[src/rtl/aes_ctr_mc_axis_engine.sv]
// Multi-channel AES-CTR AXI-Stream engine: packet round-robin over NCH inputs, shared external
// keystream pipeline, per-channel counter contexts, single ciphertext master tagged with TDEST.
`timescale 1ns/1ps
module aes_ctr_mc_axis_engine #(
  parameter int NCH         = 4,
  parameter int CH_W        = 2,
  parameter int CTR_W       = 32,
  parameter int OUTSTANDING = 8
) (
  input  logic                  aclk,
  input  logic                  aresetn,
  input  logic                  soft_clr,
  input  logic                  ctx_load_valid,
  output logic                  ctx_load_ready,
  input  logic [CH_W-1:0]       ctx_load_ch,
  input  logic [127:0]          ctx_load_iv,
  input  logic [NCH*128-1:0]    s_axis_tdata,
  input  logic [NCH*16-1:0]     s_axis_tkeep,
  input  logic [NCH-1:0]        s_axis_tlast,
  input  logic [NCH-1:0]        s_axis_tvalid,
  output logic [NCH-1:0]        s_axis_tready,
  output logic                  ks_req_valid,
  input  logic                  ks_req_ready,
  output logic [127:0]          ks_req_block,
  input  logic                  ks_rsp_valid,
  input  logic [127:0]          ks_rsp_data,
  output logic [127:0]          m_axis_tdata,
  output logic [15:0]           m_axis_tkeep,
  output logic                  m_axis_tlast,
  output logic [CH_W-1:0]       m_axis_tdest,
  output logic                  m_axis_tvalid,
  input  logic                  m_axis_tready,
  output logic [63:0]           blocks_processed,
  output logic                  busy,
  output logic [NCH-1:0]        sts_ctr_wrap
);

  localparam int AW = $clog2(OUTSTANDING);
  localparam int CW = AW + 1;

  typedef enum logic [0:0] {IDLE = 1'b0, STREAM = 1'b1} state_t;

  function automatic logic [127:0] keep_mask(input logic [127:0] d, input logic [15:0] k);
    logic [127:0] r;
    r = d;
    for (int i = 0; i < 16; i++) if (!k[i]) r[i*8 +: 8] = 8'h00;
    return r;
  endfunction

  state_t            state_q, state_d;
  logic [CH_W-1:0]   gnt_q, gnt_d, rr_q, rr_d;
  logic [127:0]      ctx_q [NCH];
  logic [127:0]      ctx_d [NCH];
  logic [NCH-1:0]    wrap_q, wrap_d;
  logic [CW-1:0]     infl_q, infl_d, pend_q, pend_d;
  logic [AW-1:0]     dwp_q, dwp_d, drp_q, drp_d, kwp_q, kwp_d, krp_q, krp_d;
  logic [CW-1:0]     dcnt_q, dcnt_d, kcnt_q, kcnt_d;
  logic [127:0]      o_data_q, o_data_d;
  logic [15:0]       o_keep_q, o_keep_d;
  logic              o_last_q, o_last_d, o_vld_q, o_vld_d;
  logic [CH_W-1:0]   o_dest_q, o_dest_d;
  logic [63:0]       bp_q, bp_d;

  logic [127:0]      d_data_mem [OUTSTANDING];
  logic [15:0]       d_keep_mem [OUTSTANDING];
  logic              d_last_mem [OUTSTANDING];
  logic [CH_W-1:0]   d_ch_mem   [OUTSTANDING];
  logic [127:0]      k_mem      [OUTSTANDING];

  logic [127:0] sel_data;
  logic [15:0]  sel_keep;
  logic         sel_last, sel_valid;
  logic         credit, stream_rdy, accept, load_en;
  logic         out_pop, rsp_push, ks_avail, load_out, ks_pop, k_push;
  logic [127:0] ks_word;

  assign sel_data  = s_axis_tdata[int'(gnt_q)*128 +: 128];
  assign sel_keep  = s_axis_tkeep[int'(gnt_q)*16 +: 16];
  assign sel_last  = s_axis_tlast[gnt_q];
  assign sel_valid = s_axis_tvalid[gnt_q];

  assign credit     = (infl_q < CW'(OUTSTANDING));
  assign stream_rdy = (state_q == STREAM) && credit && ks_req_ready && !soft_clr;
  assign accept     = stream_rdy && sel_valid;
  assign load_en    = ctx_load_valid && ctx_load_ready &&
                      ({1'b0, ctx_load_ch} < (CH_W+1)'(NCH));

  // Keystream may bypass its FIFO straight into the output register when the FIFO is empty.
  assign out_pop  = o_vld_q && m_axis_tready;
  assign rsp_push = ks_rsp_valid && (pend_q != '0);
  assign ks_avail = (kcnt_q != '0) || rsp_push;
  assign ks_word  = (kcnt_q != '0) ? k_mem[krp_q] : ks_rsp_data;
  assign load_out = (dcnt_q != '0) && ks_avail && (!o_vld_q || m_axis_tready);
  assign ks_pop   = load_out && (kcnt_q != '0);
  assign k_push   = rsp_push && !(load_out && (kcnt_q == '0));

  always_ff @(posedge aclk or negedge aresetn) begin
    if (!aresetn) begin
      state_q <= IDLE;
      gnt_q   <= '0;
      rr_q    <= '0;
    end else begin
      state_q <= state_d;
      gnt_q   <= gnt_d;
      rr_q    <= rr_d;
    end
  end

  always_comb begin
    int              idx;
    logic            found;
    logic [CH_W-1:0] idx_c;
    state_d = state_q;
    gnt_d   = gnt_q;
    rr_d    = rr_q;
    found   = 1'b0;
    idx     = 0;
    idx_c   = '0;
    case (state_q)
      IDLE: begin
        for (int i = 0; i < NCH; i++) begin
          idx = int'(rr_q) + i;
          if (idx >= NCH) idx = idx - NCH;
          idx_c = CH_W'(idx);
          if (!found && s_axis_tvalid[idx_c]) begin
            found = 1'b1;
            gnt_d = idx_c;
          end
        end
        if (found) state_d = STREAM;
      end
      default: begin
        if (accept && sel_last) begin
          state_d = IDLE;
          rr_d    = (gnt_q == CH_W'(NCH-1)) ? '0 : gnt_q + CH_W'(1);
        end
      end
    endcase
    if (soft_clr) begin
      state_d = IDLE;
      gnt_d   = '0;
      rr_d    = '0;
    end
  end

  always_comb begin
    s_axis_tready  = stream_rdy ? (NCH'(1) << gnt_q) : '0;
    ks_req_valid   = accept;
    ks_req_block   = ctx_q[gnt_q];
    ctx_load_ready = !((state_q == STREAM) && (ctx_load_ch == gnt_q));
  end

  always_comb begin
    for (int c = 0; c < NCH; c++) ctx_d[c] = ctx_q[c];
    wrap_d = wrap_q;
    if (accept) begin
      ctx_d[gnt_q][CTR_W-1:0] = ctx_q[gnt_q][CTR_W-1:0] + CTR_W'(1);
      if (&ctx_q[gnt_q][CTR_W-1:0]) wrap_d[gnt_q] = 1'b1;
    end
    if (load_en) begin
      ctx_d[ctx_load_ch]  = ctx_load_iv;
      wrap_d[ctx_load_ch] = 1'b0;
    end
    if (soft_clr) wrap_d = '0;
  end

  always_comb begin
    infl_d = infl_q;
    pend_d = pend_q;
    dcnt_d = dcnt_q;
    kcnt_d = kcnt_q;
    dwp_d  = dwp_q + AW'(accept);
    drp_d  = drp_q + AW'(load_out);
    kwp_d  = kwp_q + AW'(k_push);
    krp_d  = krp_q + AW'(ks_pop);
    case ({accept, out_pop})
      2'b10:   infl_d = infl_q + CW'(1);
      2'b01:   infl_d = infl_q - CW'(1);
      default: ;
    endcase
    case ({accept, rsp_push})
      2'b10:   pend_d = pend_q + CW'(1);
      2'b01:   pend_d = pend_q - CW'(1);
      default: ;
    endcase
    case ({accept, load_out})
      2'b10:   dcnt_d = dcnt_q + CW'(1);
      2'b01:   dcnt_d = dcnt_q - CW'(1);
      default: ;
    endcase
    case ({k_push, ks_pop})
      2'b10:   kcnt_d = kcnt_q + CW'(1);
      2'b01:   kcnt_d = kcnt_q - CW'(1);
      default: ;
    endcase
    o_vld_d  = o_vld_q;
    o_data_d = o_data_q;
    o_keep_d = o_keep_q;
    o_last_d = o_last_q;
    o_dest_d = o_dest_q;
    if (load_out) begin
      o_vld_d  = 1'b1;
      o_data_d = keep_mask(d_data_mem[drp_q] ^ ks_word, d_keep_mem[drp_q]);
      o_keep_d = d_keep_mem[drp_q];
      o_last_d = d_last_mem[drp_q];
      o_dest_d = d_ch_mem[drp_q];
    end else if (out_pop) begin
      o_vld_d = 1'b0;
    end
    bp_d = bp_q + 64'(out_pop);
    if (soft_clr) begin
      infl_d = '0; pend_d = '0; dcnt_d = '0; kcnt_d = '0;
      dwp_d  = '0; drp_d  = '0; kwp_d  = '0; krp_d  = '0;
      o_vld_d = 1'b0; o_data_d = '0; o_keep_d = '0; o_last_d = 1'b0; o_dest_d = '0;
      bp_d = '0;
    end
  end

  always_ff @(posedge aclk or negedge aresetn) begin
    if (!aresetn) begin
      for (int c = 0; c < NCH; c++) ctx_q[c] <= '0;
      wrap_q <= '0;
      infl_q <= '0; pend_q <= '0; dcnt_q <= '0; kcnt_q <= '0;
      dwp_q  <= '0; drp_q  <= '0; kwp_q  <= '0; krp_q  <= '0;
      o_vld_q <= 1'b0; o_data_q <= '0; o_keep_q <= '0; o_last_q <= 1'b0; o_dest_q <= '0;
      bp_q   <= '0;
    end else begin
      for (int c = 0; c < NCH; c++) ctx_q[c] <= ctx_d[c];
      wrap_q <= wrap_d;
      infl_q <= infl_d; pend_q <= pend_d; dcnt_q <= dcnt_d; kcnt_q <= kcnt_d;
      dwp_q  <= dwp_d;  drp_q  <= drp_d;  kwp_q  <= kwp_d;  krp_q  <= krp_d;
      o_vld_q <= o_vld_d; o_data_q <= o_data_d; o_keep_q <= o_keep_d;
      o_last_q <= o_last_d; o_dest_q <= o_dest_d;
      bp_q   <= bp_d;
    end
  end

  always_ff @(posedge aclk) begin
    if (accept) begin
      d_data_mem[dwp_q] <= sel_data;
      d_keep_mem[dwp_q] <= sel_keep;
      d_last_mem[dwp_q] <= sel_last;
      d_ch_mem[dwp_q]   <= gnt_q;
    end
    if (k_push) k_mem[kwp_q] <= ks_rsp_data;
  end

  assign m_axis_tdata     = o_data_q;
  assign m_axis_tkeep     = o_keep_q;
  assign m_axis_tlast     = o_last_q;
  assign m_axis_tdest     = o_dest_q;
  assign m_axis_tvalid    = o_vld_q;
  assign blocks_processed = bp_q;
  assign busy             = (state_q != IDLE) || (infl_q != '0);
  assign sts_ctr_wrap     = wrap_q;

endmodule

[config.mk]
export PLATFORM = sky130hd
export DESIGN_NAME = aes_ctr_mc_axis_engine
export DESIGN_NICKNAME = d
export VERILOG_FILES = /design/src/rtl/aes_ctr_mc_axis_engine.sv
export SDC_FILE = /design/constraint.sdc
export NUM_CORES = 2
export LEC_CHECK = 0
export CORE_AREA = 2 2 468 470
export CTS_CLUSTER_SIZE = 20
export DETAILED_ROUTE_END_ITERATION = 8
export DIE_AREA = 0 0 470 472
export PLACE_DENSITY_LB_ADDON = 0.2
export SLEW_MARGIN = 20
export SYNTH_ARGS = -nofsm -noshare
export SYNTH_HDL_FRONTEND = slang
export SYNTH_SLANG_ARGS = --single-unit
export TNS_END_PERCENT = 100
[constraint.sdc]
create_clock -name aclk -period 31.4 [get_ports aclk]
set_clock_uncertainty 0.2 [all_clocks]
set_input_delay 4.71 -clock aclk [delete_from_list [all_inputs] [get_ports aclk]]
set_output_delay 4.71 -clock aclk [all_outputs]
set_load 0.02 [all_outputs]
==> impl_metrics.toml <==
[status]
outcome = "finished clean"

[floorplanning]
core.rowCount = 171
die_y_um = 472
core_region_area_um2 = 217000
fp.dieW_um = 470
boundaryPins = 1200
design.die.area_um2 = 222000
floorplan.initialDensity = 0.564

[worst_setup_path]
worst-endpoint-required_ns = 26.49
worst_path_most_repeated_cell = "clkdlybuf4s50_1"
r2r_end = "ctx_q[150]$_DFF_PN0_"
timing.critical_path.to_type = "primary output"
setup.worst_path.start_class = "input port"
timing.setup.critical_path_class = "input port to primary output"
timing.critical_path.fanout_max = 10
ff2ff_path_depth = 8
cell_with_the_biggest_individual_delay_on_the_critical_path = "clkdlybuf4s50_1"
worst_path_largest_cell_delay_ns = 0.72
timing.rr.start = "gnt_q[1]$_DFFE_PN0P_"
critPathArrivalTime_ns = 7.15
critical_path.cell_chain = "clkdlybuf4s50_1, nor4bb_1, buf_4, nand2_1, inv_2, clkdlybuf4s50_1"
timing.reg2reg.setup_slack_ns = 25.81

[clocking]
post_cts_resized = 0
clock_tree.buffer_depth = 4
clock_latency_ns = 0.94
post_cts.repair.setup_buffers = 0
cts_htree_levels = 5
number_of_buffers_inserted_for_hold_repair_after_clock_tree_synthesis = 0
cts_tree = "yes"
cts_buf_count = 318
clkTransAtPathRegs_ns = 0.06
clock_sinks = 2961
clk_root_buffer_cell = "clkbuf_16"

[grt]
grt_overflow_total = 0
antenna_violations_before_repair = 109
gr-usage-all-layers = 0.312
grt_max_degree = 142
grt_pass1_vias = 74028
wire_length_of_the_first_global_routing_pass_um = 503000

[final_layout]
layout_common_cells = "edfxtp_1 (2200), nand2_1 (1581), clkdlybuf4s50_1 (1197)"
post_layout_nonfiller_instances = 11680
area_growth_pct = 20.7
layout.cells.most_common = "edfxtp_1"
fin_nets = 9403
drive_above_1_share = 0.164

[drt]
routed_wire_length_per_instance_um = 29.6
ant_nets = 0
drc_errors = 0
viasPerCell = 6.18
detailroute.via_count = 72177
wirelength_um = 346000
drt_iter0_drc = 7748
drt_pass1_iterations = 6

[pwr]
power.ir.vdd_worst_uv = 63.8
p_leak_nw = 51.6
power_frac_comb = 0.227
powerDensity_nw_per_um2 = 73.2
clock_power_share = 0.336
totalPowerFinal_mw = 10.8
power_switching_share = 0.282
net-switching-power_mw = 3.04
p_seq_frac = 0.437
power_report.internal_total_mw = 7.76

[timing]
tns_ns = 0
measured_slew_at_the_worst_slew_check_pin_ns = 1.21
finalCriticalPeriod_ns = 12.06
slew_violations = 0
max_slew_margin = 0.192
maxClockFrequency_ghz = 0.0829
setup-violations-final = 0
unrepaired_setup_endpoints_after_global_routing = "false"
timing_hold_violations_final = 0
final.period_utilization = 0.384

[worst_hold_path]
worst_hold_startpoint = "ctx_q[169]$_DFFE_PN0P_"
holdCritPathClass = "flip-flop to flip-flop"
hold_depth = 2
hold_path_end = "ctx_q[169]$_DFFE_PN0P_"

[logic_synthesis]
yosysSeqAreaShare = 0.696
synth-edff-count = 2200
async_reset_ff_frac = 0.257
ys_warn_count = 0
postSynthNetCount = 8203
postSynth.topFlopCell = "edfxtp_1"
yosysUniqueCellTypes = 73
synth_seq_cells = 2961
netlist_instances = 7328
netlist_area_um2 = 122000
synthesis.area_per_instance_um2 = 16.7

[placed_design]
detail_placement_hpwl_um = 213000
buffer_ports.inserted = 1199
cell_count_post_placement = 11059
gp_routability_congestion = 0.928

[run]
timing.max_cap.violations = 0
## stage by stage
stage	setup WS, ns	cell area, µm²	hold slack (ns)	util
2_1_floorplan	10.73	122000	0.240	-
3_3_place_gp	19.33	137000	0.251	0.634
3_5_place_dp	19.34	137000	0.258	0.634
4_1_cts	19.33	147000	0.273	0.680
5_1_grt	19.15	147000	0.286	0.681
6_report	19.34	147000	0.272	0.681
## metal layers
metal | up-vias | wire length, µm | track usage
met1 | 37557 | 127000 | 0.399
met5 | - | 454 | 0
met2 | 3429 | 172000 | 0.515
met3 | 679 | 33900 | 0.0887
met4 | 70 | 12500 | 0.108
li1 | 30442 | - | -
## power groups by stage
| stage | clock network [mW] | registers [mW] | logic (mW) |
|---|---|---|---|
| finish | 3.62 | 4.72 | 2.45 |
| global route | 3.83 | 4.75 | 2.63 |
| CTS | 3.68 | 4.72 | 2.47 |
| detailed placement | 0 | 4.80 | 2.46 |
| global placement | 0 | 4.78 | 2.41 |
| floorplan | 0 | 4.83 | 1.46 |
## sequential cells by signal, indices dropped and copies added, names as in the netlist, 2 cells and up
signal            count
sts_ctr_wrap          4
m_axis_tkeep         16
kcnt_q                4
d_last_mem            8
drp_q                 3
pend_q                4
dcnt_q                4
rr_q                  2
k_mem              1024
d_keep_mem          128
dwp_q                 3
blocks_processed     64
d_data_mem         1024
kwp_q                 3
ctx_q               512
m_axis_tdata        128
krp_q                 3
gnt_q                 2
infl_q                4
m_axis_tdest          2
d_ch_mem             16
## synthesized netlist by cell type (23+ instances only)
cell type | number | area [µm²]
xor2_1 | 166 | 1450
dfrtp_1 | 761 | 19000
nand4_1 | 29 | 181
o21ai_0 | 401 | 2010
nor2_1 | 118 | 443
a21oi_1 | 41 | 205
xnor2_1 | 55 | 482
and3_1 | 45 | 282
mux2i_1 | 282 | 2820
nand3_1 | 38 | 190
buf_1 | 76 | 285
a22oi_1 | 44 | 330
nand2_1 | 1583 | 5940
edfxtp_1 | 2200 | 66100
clkbuf_1 | 290 | 1090
buf_2 | 45 | 225
mux4_2 | 808 | 18200
inv_1 | 30 | 113
ha_1 | 23 | 288
nor3_1 | 36 | 180
## logic make-up (layout without fill, tap and decap cells)
| kind of cell | after synthesis | in the layout | share of synthesized area |
|---|---|---|---|
| flops | 2961 | 2961 | 0.696 |
| compound gates | 569 | 569 | 0.0258 |
| fa+ha+maj | 26 | 26 | 0.00285 |
| mux | 1124 | 1124 | 0.177 |
| xor+xnor | 221 | 221 | 0.0158 |
| buf+inv | 457 | 1893 | 0.0155 |
| simple gates | 1970 | 1970 | 0.0665 |
| other cells | 0 | 62 | 0 |
## worst max-delay path, delay by kind of cell
| kind | cells | cell delay (ns) |
|---|---|---|
| buf+inv | 4 | 1.83 |
| simple gates | 2 | 0.59 |
## how the worst max path moves through the flow
stage | to | depth (start not counted) | start | slack, ns
6_report | ks_req_valid | 6 | ks_req_ready | 19.34
5_1_grt | ks_req_valid | 6 | ks_req_ready | 19.15
4_1_cts | ks_req_valid | 6 | ks_req_ready | 19.33
3_5_place_dp | ks_req_valid | 6 | ks_req_ready | 19.34
3_3_place_gp | ks_req_valid | 6 | ks_req_ready | 19.33
2_1_floorplan | d_ch_mem[0][0]$_DFFE_PP_ | 5 | soft_clr | 10.73
## final cells by class
cell class	instances	area (µm²)
sequential	2961	85100
fill	14300	69000
multi-input combinational	3910	35400
timing repair buffer	1306	13100
clock buffer	437	8850
tap	2854	3570
clock inverter	119	1160
antenna	62	155
inverter	31	116
Note: power is estimated with default switching activity, not from simulation.
